### src/rtl/program_counter_stacked.sv
// Handshake-driven program counter with jump, skip, and call/return through a
// LIFO return stack; stack overflow/underflow latch a sticky error flag.
module program_counter_stacked #(
    parameter int                    ADDR_WIDTH  = 8,
    parameter int                    STACK_DEPTH = 4,
    parameter logic [ADDR_WIDTH-1:0] RESET_ADDR  = '1
) (
    input  logic                           clk,
    input  logic                           reset,
    input  logic                           req_prev,
    output logic                           ack_prev,
    output logic                           req_next,
    input  logic                           ack_next,
    input  logic                           write,
    input  logic                           call,
    input  logic                           ret,
    input  logic                           skip,
    input  logic [ADDR_WIDTH-1:0]          address_in,
    output logic [ADDR_WIDTH-1:0]          address_out,
    output logic [$clog2(STACK_DEPTH+1)-1:0] stack_level,
    output logic                           stack_err
);

    localparam int LW = $clog2(STACK_DEPTH + 1);
    localparam int IW = (STACK_DEPTH > 1) ? $clog2(STACK_DEPTH) : 1;

    typedef enum logic [1:0] {IDLE, REQ, ACKED, WAIT_REL} state_t;

    state_t                state_q;
    logic [ADDR_WIDTH-1:0] pc_q, pc_d;
    logic [ADDR_WIDTH-1:0] stack_q [STACK_DEPTH];
    logic [LW-1:0]         level_q, level_d;
    logic                  err_q, err_d;
    logic                  ack_prev_q, req_next_q;
    logic                  rel_seen_q;
    logic                  push_en;
    logic                  accept;
    logic                  stack_full;
    logic [ADDR_WIDTH-1:0] pc_inc1;
    logic [IW-1:0]         push_idx, pop_idx;

    // A request is only honoured once req_prev has been observed low since reset,
    // so a handshake aborted by reset cannot be replayed by a stuck request.
    assign accept     = (state_q == IDLE) && req_prev && !ack_next && rel_seen_q;
    assign stack_full = (level_q == LW'(STACK_DEPTH));
    assign pc_inc1    = pc_q + ADDR_WIDTH'(1);
    assign push_idx   = IW'(level_q);
    assign pop_idx    = IW'(level_q - LW'(1));

    always_comb begin
        pc_d    = pc_q;
        level_d = level_q;
        err_d   = err_q;
        push_en = 1'b0;
        if (accept) begin
            if (ret) begin
                if (level_q != '0) begin
                    pc_d    = stack_q[pop_idx];
                    level_d = level_q - LW'(1);
                end else begin
                    pc_d  = pc_inc1;
                    err_d = 1'b1;
                end
            end else if (call) begin
                pc_d = address_in;
                if (stack_full) begin
                    err_d = 1'b1;
                end else begin
                    push_en = 1'b1;
                    level_d = level_q + LW'(1);
                end
            end else if (write) begin
                pc_d = address_in;
            end else if (skip) begin
                pc_d = pc_q + ADDR_WIDTH'(2);
            end else begin
                pc_d = pc_inc1;
            end
        end
    end

    always_ff @(posedge clk) begin
        if (reset) begin
            state_q    <= IDLE;
            pc_q       <= RESET_ADDR;
            level_q    <= '0;
            err_q      <= 1'b0;
            ack_prev_q <= 1'b0;
            req_next_q <= 1'b0;
            rel_seen_q <= !req_prev;
        end else begin
            pc_q    <= pc_d;
            level_q <= level_d;
            err_q   <= err_d;
            if (!req_prev) begin
                rel_seen_q <= 1'b1;
            end
            unique case (state_q)
                IDLE: begin
                    if (accept) begin
                        state_q    <= REQ;
                        req_next_q <= 1'b1;
                    end
                end
                REQ: begin
                    if (ack_next) begin
                        state_q    <= ACKED;
                        req_next_q <= 1'b0;
                        ack_prev_q <= 1'b1;
                    end
                end
                ACKED: begin
                    if (!req_prev) begin
                        state_q    <= WAIT_REL;
                        ack_prev_q <= 1'b0;
                    end
                end
                WAIT_REL: begin
                    if (!ack_next) begin
                        state_q <= IDLE;
                    end
                end
                default: state_q <= IDLE;
            endcase
        end
    end

    // Stack storage holds data only; validity is tracked by level_q.
    always_ff @(posedge clk) begin
        if (push_en && !reset) begin
            stack_q[push_idx] <= pc_inc1;
        end
    end

    assign ack_prev    = ack_prev_q;
    assign req_next    = req_next_q;
    assign address_out = pc_q;
    assign stack_level = level_q;
    assign stack_err   = err_q;

endmodule

### config.mk
export PLATFORM = sky130hd
export DESIGN_NAME = program_counter_stacked
export DESIGN_NICKNAME = d
export VERILOG_FILES = /design/src/rtl/program_counter_stacked.sv
export SDC_FILE = /design/constraint.sdc
export NUM_CORES = 1
export LEC_CHECK = 0
export ABC_CLOCK_PERIOD_IN_PS = 3400
export CORE_MARGIN = 2
export CORE_UTILIZATION = 40
export CTS_BUF_LIST = sky130_fd_sc_hd__clkbuf_8
export CTS_CLUSTER_DIAMETER = 40
export DETAILED_ROUTE_END_ITERATION = 16
export HOLD_SLACK_MARGIN = 0.06
export PLACE_DENSITY = 0.68
export REMOVE_ABC_BUFFERS = 1
export SYNTH_ARGS = -nofsm -noshare
export SYNTH_HDL_FRONTEND = slang
export SYNTH_SLANG_ARGS = --single-unit
### constraint.sdc
create_clock -name clk -period 3.4 [get_ports clk]
set_clock_uncertainty 0.1 [all_clocks]
set_input_delay 1.02 -clock clk [delete_from_list [all_inputs] [get_ports clk]]
set_output_delay 1.02 -clock clk [all_outputs]
set_load 0.1 [all_outputs]
## After elaboration in Yosys (flattened, before gate mapping)

Memory sizes are Yosys's and may differ from the RTL's.
Cells that the tools add are included.
W data, S select, Z words.

| operators by class | value |
|---|---|
| $mul | 0 |
| multiplexer cells | 32 |
| divide/modulo/power cells | 0 |
| bitwise operators | 0 |
| reductions and logical operators | 18 |
| equality and inequality tests | 12 |
| $add $sub $neg | 4 |
| order comparisons | 0 |
| shift-type cells | 0 |

Operator list:

| kind | count |
|---|---|
| $mux W8 | 5 |
| $mux W1 | 16 |
| $ne A2 B2 Y1 const B | 7 |
| $mux W3 | 4 |
| $reduce_and A4 Y1 | 3 |
| $add A8 B1 Y8 const B | 1 |
| $add A8 B2 Y8 const B | 1 |
| $mux W2 | 4 |
| $pmux W2 S4 | 1 |
| $reduce_bool A2 Y1 | 4 |
| $reduce_and A3 Y1 | 2 |
| $eq A2 B2 Y1 const B | 2 |
| $logic_and A1 B1 Y1 | 4 |
| $pmux W1 S2 | 2 |
| $add A3 B1 Y3 const B | 1 |
| $eq A3 B3 Y1 const B | 1 |
| $logic_not A1 Y1 | 3 |
| $reduce_bool A3 Y1 | 1 |
| $sub A3 B1 Y3 const B | 1 |
| $eq A2 B1 Y1 const B | 1 |
| $logic_not A2 Y1 | 1 |
| $ne A2 B1 Y1 const B | 1 |

| word-level totals | value |
|---|---|
| flip-flop bits (word level) | 17 |
| bits in latches | 0 |
| bits in writable memories | 32 |
| bits of input ports | 16 |
| memories | 1 |
| output and inout port bits | 14 |
| memory bits (read-only) | 0 |
| logic and storage cells | 74 |

Memories:

| name | depth | width | rd ports | clocked after Yosys merged registers in | write ports | line | text |
|---|---|---|---|---|---|---|---|
| stack_q | 4 | 8 | 1 | 0 | 1 | 31 | `logic [ADDR_WIDTH-1:0] stack_q [STACK_DEPTH];` |

## Logic depth before layout (Yosys ltp)

| depth | value |
|---|---|
| depth in word-level cells | 8 |
| depth in mapped cells | 10 |
| depth with buffers taken out | 7 |

## Worst setup path after synthesis

Ideal clock, no wire load.

| path | value |
|---|---|
| kind | reg-to-reg |
| start point | register level_q[0] (netlist: stack_level[0]) |
| end point | register pc_q[4] (netlist: address_out[4]) |
| library setup time | 0.118 ns |
| stages on the path, launching flop included | 10 |
| path slack | 0.449 ns |
| data required time | 3.182 ns |
| period minus slack after synthesis | 2.951 ns |
| data arrival time | 2.733 ns |
| buffers on the path | 2 |
| cell sequence | dfxtp_1 > buf_6 > inv_1 > ha_1 > buf_2 > mux4_2 > and3_1 > a311o_1 > o21ai_1 > a21oi_1 |

| between the ends | value |
|---|---|
| cells in the longest elaborated chain, start to end | 4 |
| elaborated cells on any way between the ends | 5 |
| those cells by class | add/sub: 1; mux: 2; reduce/logical: 1; memory: 1 |

Ends and longest elaborated chain:

| element | line | text |
|---|---|---|
| start: declaration | 32 | `logic [LW-1:0] level_q, level_d;` |
| start signal: assignment | 93 | `level_q <= level_d;` |
| $sub A3 B1 Y3 | -- |  |
| $mem_v2 Z4 W8 | -- |  |
| $mux W8 (*) | 57 | `if (level_q != '0) begin` |
| $mux W8 (*) | 56 | `if (ret) begin` |
| end signal: assignment | 92 | `pc_q <= pc_d;` |
| end: declaration | 30 | `logic [ADDR_WIDTH-1:0] pc_q, pc_d;` |

Mark *: on every way between the ends. The rest lies on a longest branch, timed or not.
A chain may end at the register's enable or synchronous reset.

## Final worst setup path

| path | value |
|---|---|
| start point | input ack_next |
| end point | memory stack_q[0][6] (enable) |

| between the ends | value |
|---|---|
| cells in the longest elaborated chain, start to end | 7 |

Ends and longest elaborated chain:

| element | line | text |
|---|---|---|
| start: declaration | 13 | `input logic ack_next,` |
| $logic_not A1 Y1 | -- |  |
| $logic_and A1 B1 Y1 (2 in series) | 44 | `assign accept = (state_q == IDLE) && req_prev && !ack_next && rel_seen_q;` |
| $mux W1 | 55 | `if (accept) begin` |
| $logic_and A1 B1 Y1 | 130 | `if (push_en && !reset) begin` |
| $mux W1 | 130 |  |
| $mux W1 (not written as such) | 131 | `stack_q[push_idx] <= pc_inc1;` |
| end: declaration | 31 |  |

Every way passes these cells.

==> metrics.txt <==
CTS Buf Count=5; die area=between 7000 and 8000 µm²; YS warnings=0; ys async rst share=0%; first-pass GRT wire length=~9800 µm; Max-Cap Viols=0; Mapped Area=approximately 2600 µm²; clock network fraction of design power=about a fifth; number of cells on the critical path=5; drt total wl=roughly 5900 µm; Starting DRT DRC Count=179; ys flop type=edfxtp_1; largest family of logic cells by synthesized area=simple AND/OR/NAND/NOR gates; DRT antenna net count=0; gr ovfl total=0; pwr/cell area=a little under 600 nW/µm²; share of cells above drive strength 1=between 10% and 20%; Worst slew margin=about two thirds; Vias/cell=roughly 5.6; endpoint type of the worst setup path=register; Register-to-Register Path Depth=7; RSZ-0062 raised after global routing=false; Worst Max-Slew Pin Slew=between 0.5 and 0.6 ns; largest net degree at the start of global routing=19; Post-CTS Setup Repair Bufs=0; WS Path Type=in -> reg; Via Count=roughly 1.9k; Min-Delay Path Class=reg -> reg; Post-DP HPWL=approximately 4400 µm; Worst path top cell family by delay=simple AND/OR/NAND/NOR gates; RR Endpoint=address_out[4]$_SDFFE_PP1P_; PostCTS Resize Cnt=0; cell-internal power=1.07 mW; # fillers=581; fin nets=290; CP startpoint kind=primary input; Site Rows=29; status=finished clean; # IOs=30; initial antenna violation count=0; NetSw=a little under 0.7 mW; sw frac=between 30% and 40%; register share of total power=43.4%; xor and xnor area share after synthesis=4.09%; routed len/inst=between 15 and 20 µm; post-synthesis cell type count=44; worst path bufs/invs=1; Hold Crit Endpoint=req_next$_SDFFE_PP0P_; mux contribution to synthesized area=about 8.6%; Arrival @ worst endpoint=2.57 ns; dominant cells by area after synthesis=edfxtp_1 (39%), dfxtp_1 (12%), mux4_2 (6.1%); gr usage total=17.7%; total negative slack=0 ns; r2r setup slk=1.00 ns; Die Wd=84.2 µm; final number of max-transition violations=0; Synth Area in Compound Gates=between 10% and 20%; Peak VDD IR=approximately 0.00026 V; reg2reg start=stack_level[1]$_SDFFE_PP0P_; H-tree Lvls=2; ant diodes=0; IO Port Bufs=29; Syn-to-layout area delta=17.1%; Initial DRT Pass Iterations=4; CTS Hold Bufs=0; Req. time, crit path=3.27 ns; max frequency=371 MHz; Avg Cell Area, Syn=approximately 11 µm²; Crit-path slowest cell=clkdlybuf4s50_1; WHS=approximately 0.38 ns; CP Cell Sequence=clkdlybuf4s50_1, nand4b_1, nor2_1, and4_1, and2_1; Worst Hold Depth=2; final hold violations=0; flops & latches, synth=49; Logic pwr share=approximately 36%; Synth top area share=slightly below 40%; largest area contributor in the netlist=edfxtp_1; clock root buffer=clkbuf_8; Initial Util=between 40% and 50%; clk buf depth=2; fin crit period=about 2.7 ns; HP Start=req_next$_SDFFE_PP0P_; vias in the first global route=between 1.5k and 2k; clock slew at reported path FFs=around 0.09 ns; Pwr Total=about 1.8 mW; CTS sink count=between 40 and 50; period utilization=between 70% and 80%; core area=between 6000 and 7000 µm²; Leakage=around 1.1 nW; register area share after synthesis=roughly half; CTS tree=built; clk_lat worst skew=approximately 0.32 ns; Mapped Cells=~230; highest net fanout along the worst path=8; Synth Area in Adders=between 5 and 6%; die height=~84 µm; EDFF count, synth=33; GP Congestion=between 0.8 and 0.9; crit-path max cell delay=approximately 0.5 ns; DRC viols=0; setup violation total in the final timing report=0; Post-Synth Simple-Gate Area=13.2%
[placed cells by master (no fill, tap or decap), types with 2 or more instances in the layout]
cell type         n
a211oi_1          3
a21oi_1          11
a311o_1           2
a31oi_1           5
and2_1            4
and3_1            2
buf_4            22
clkbuf_8          5
clkdlybuf4s50_1  15
dfxtp_1          16
edfxtp_1         33
ha_1             11
inv_1            14
mux2_2            3
mux2i_1           3
mux4_2            7
nand2_1          17
nand2b_1          3
nand3_1           9
nand4_1           5
nor2_1           20
nor2b_1           2
nor3_1            4
o211a_1           2
o211ai_1          4
o21ai_0           7
o21ai_1           3
o31ai_1           2
or2_1             2
xnor2_1           8
xor2_1            4
[stage by stage]
step | instance area (µm²) | worst slack [ns] | utilization, % | std cells
2_1_floorplan | 2500 | 0.137 | - | 219
3_3_place_gp | 2920 | 0.400 | 46.4 | 333
3_5_place_dp | 2920 | 0.334 | 46.4 | 333
4_1_cts | 3010 | 0.671 | 48.0 | 341
5_1_grt | 3010 | 0.513 | 48.0 | 341
6_report | 3010 | 0.706 | 48.0 | 341
[registers in the layout, indices dropped and copies added, names as in the netlist]
register	cells
stack_q	32
stack_level	3
state_q	2
rel_seen_q	1
req_next	1
address_out	8
ack_prev	1
stack_err	1
[worst reg2reg max path: cells and delay by family, from the launching register on]
family	cells	cell delay [ns]
multiplexers	1	0.39
AO/OA/AOI/OAI	3	0.48
adder cells (fa/ha/maj)	1	0.59
buffers and inverters	1	0.11
flip-flops	1	0.42
AND/OR/NAND/NOR	1	0.22
[per-layer routing]
metal  share of wire [%]  track usage [%]  up-vias  wire length [µm]
met4                 1.8             6.16        0               107
met1                  44             23.9      921              2590
li1                    -                -      914                 -
met3                 6.6             3.93       12               389
met2                  48             28.3       63              2830
met5                   0                0        -                 0
[synth_stat cells (all sizes together), types with 3 or more instances]
library cell / count
edfxtp: 33
xnor2: 8
ha: 11
o211ai: 4
nand2b: 3
and2: 4
nand3: 9
nand4: 5
mux2i: 3
inv: 14
xor2: 4
a31oi: 5
mux2: 3
mux4: 7
clkbuf: 6
dfxtp: 16
o21ai: 10
a211oi: 4
nor3: 4
nand2: 17
a21oi: 11
buf: 8
nor2: 20
[power by group through the flow]
stage	Clock, mW	Combinational, mW	Sequential (mW)
2_1_floorplan	0	0.295	0.922
3_3_place_gp	0	0.612	0.773
3_5_place_dp	0	0.619	0.774
4_1_cts	0.377	0.622	0.761
5_1_grt	0.403	0.672	0.767
6_report	0.370	0.622	0.762
[worst max path at each step]
stage / start / end / slack, ns
after global placement: ack_next / stack_q[2][0]$_DFFE_PP_ / 0.40
after floorplan: stack_level[0]$_SDFFE_PP0P_ / address_out[4]$_SDFFE_PP1P_ / 0.14
final: ack_next / stack_q[0][6]$_DFFE_PP_ / 0.71
after global routing: ack_next / stack_q[0][4]$_DFFE_PP_ / 0.51
after detailed placement: ack_next / stack_q[0][1]$_DFFE_PP_ / 0.33
after CTS: ack_next / stack_q[0][4]$_DFFE_PP_ / 0.67
[logic make-up (layout without fill, tap and decap cells)]
| group | Yosys count | after routing |
|---|---|---|
| AO/OA/AOI/OAI | 49 | 49 |
| AND/OR/NAND/NOR | 71 | 71 |
| multiplexers | 13 | 13 |
| XOR/XNOR | 12 | 12 |
| adder cells (fa/ha/maj) | 11 | 11 |
| buffers and inverters | 28 | 59 |
| flip-flops | 49 | 49 |
[cell type report]
type                            count  area (µm²)  share of cell area [%]
Clock inverter                      3        28.8                   0.955
Inverter                           14        52.6                    1.74
Sequential cell                    49        1310                    43.5
Tap cell                           77        96.3                    3.20
Clock buffer                        5        68.8                    2.28
Timing Repair Buffer               37         315                    10.5
Multi-Input combinational cell    156        1140                    37.8
Power figures use the tool's default switching activity.
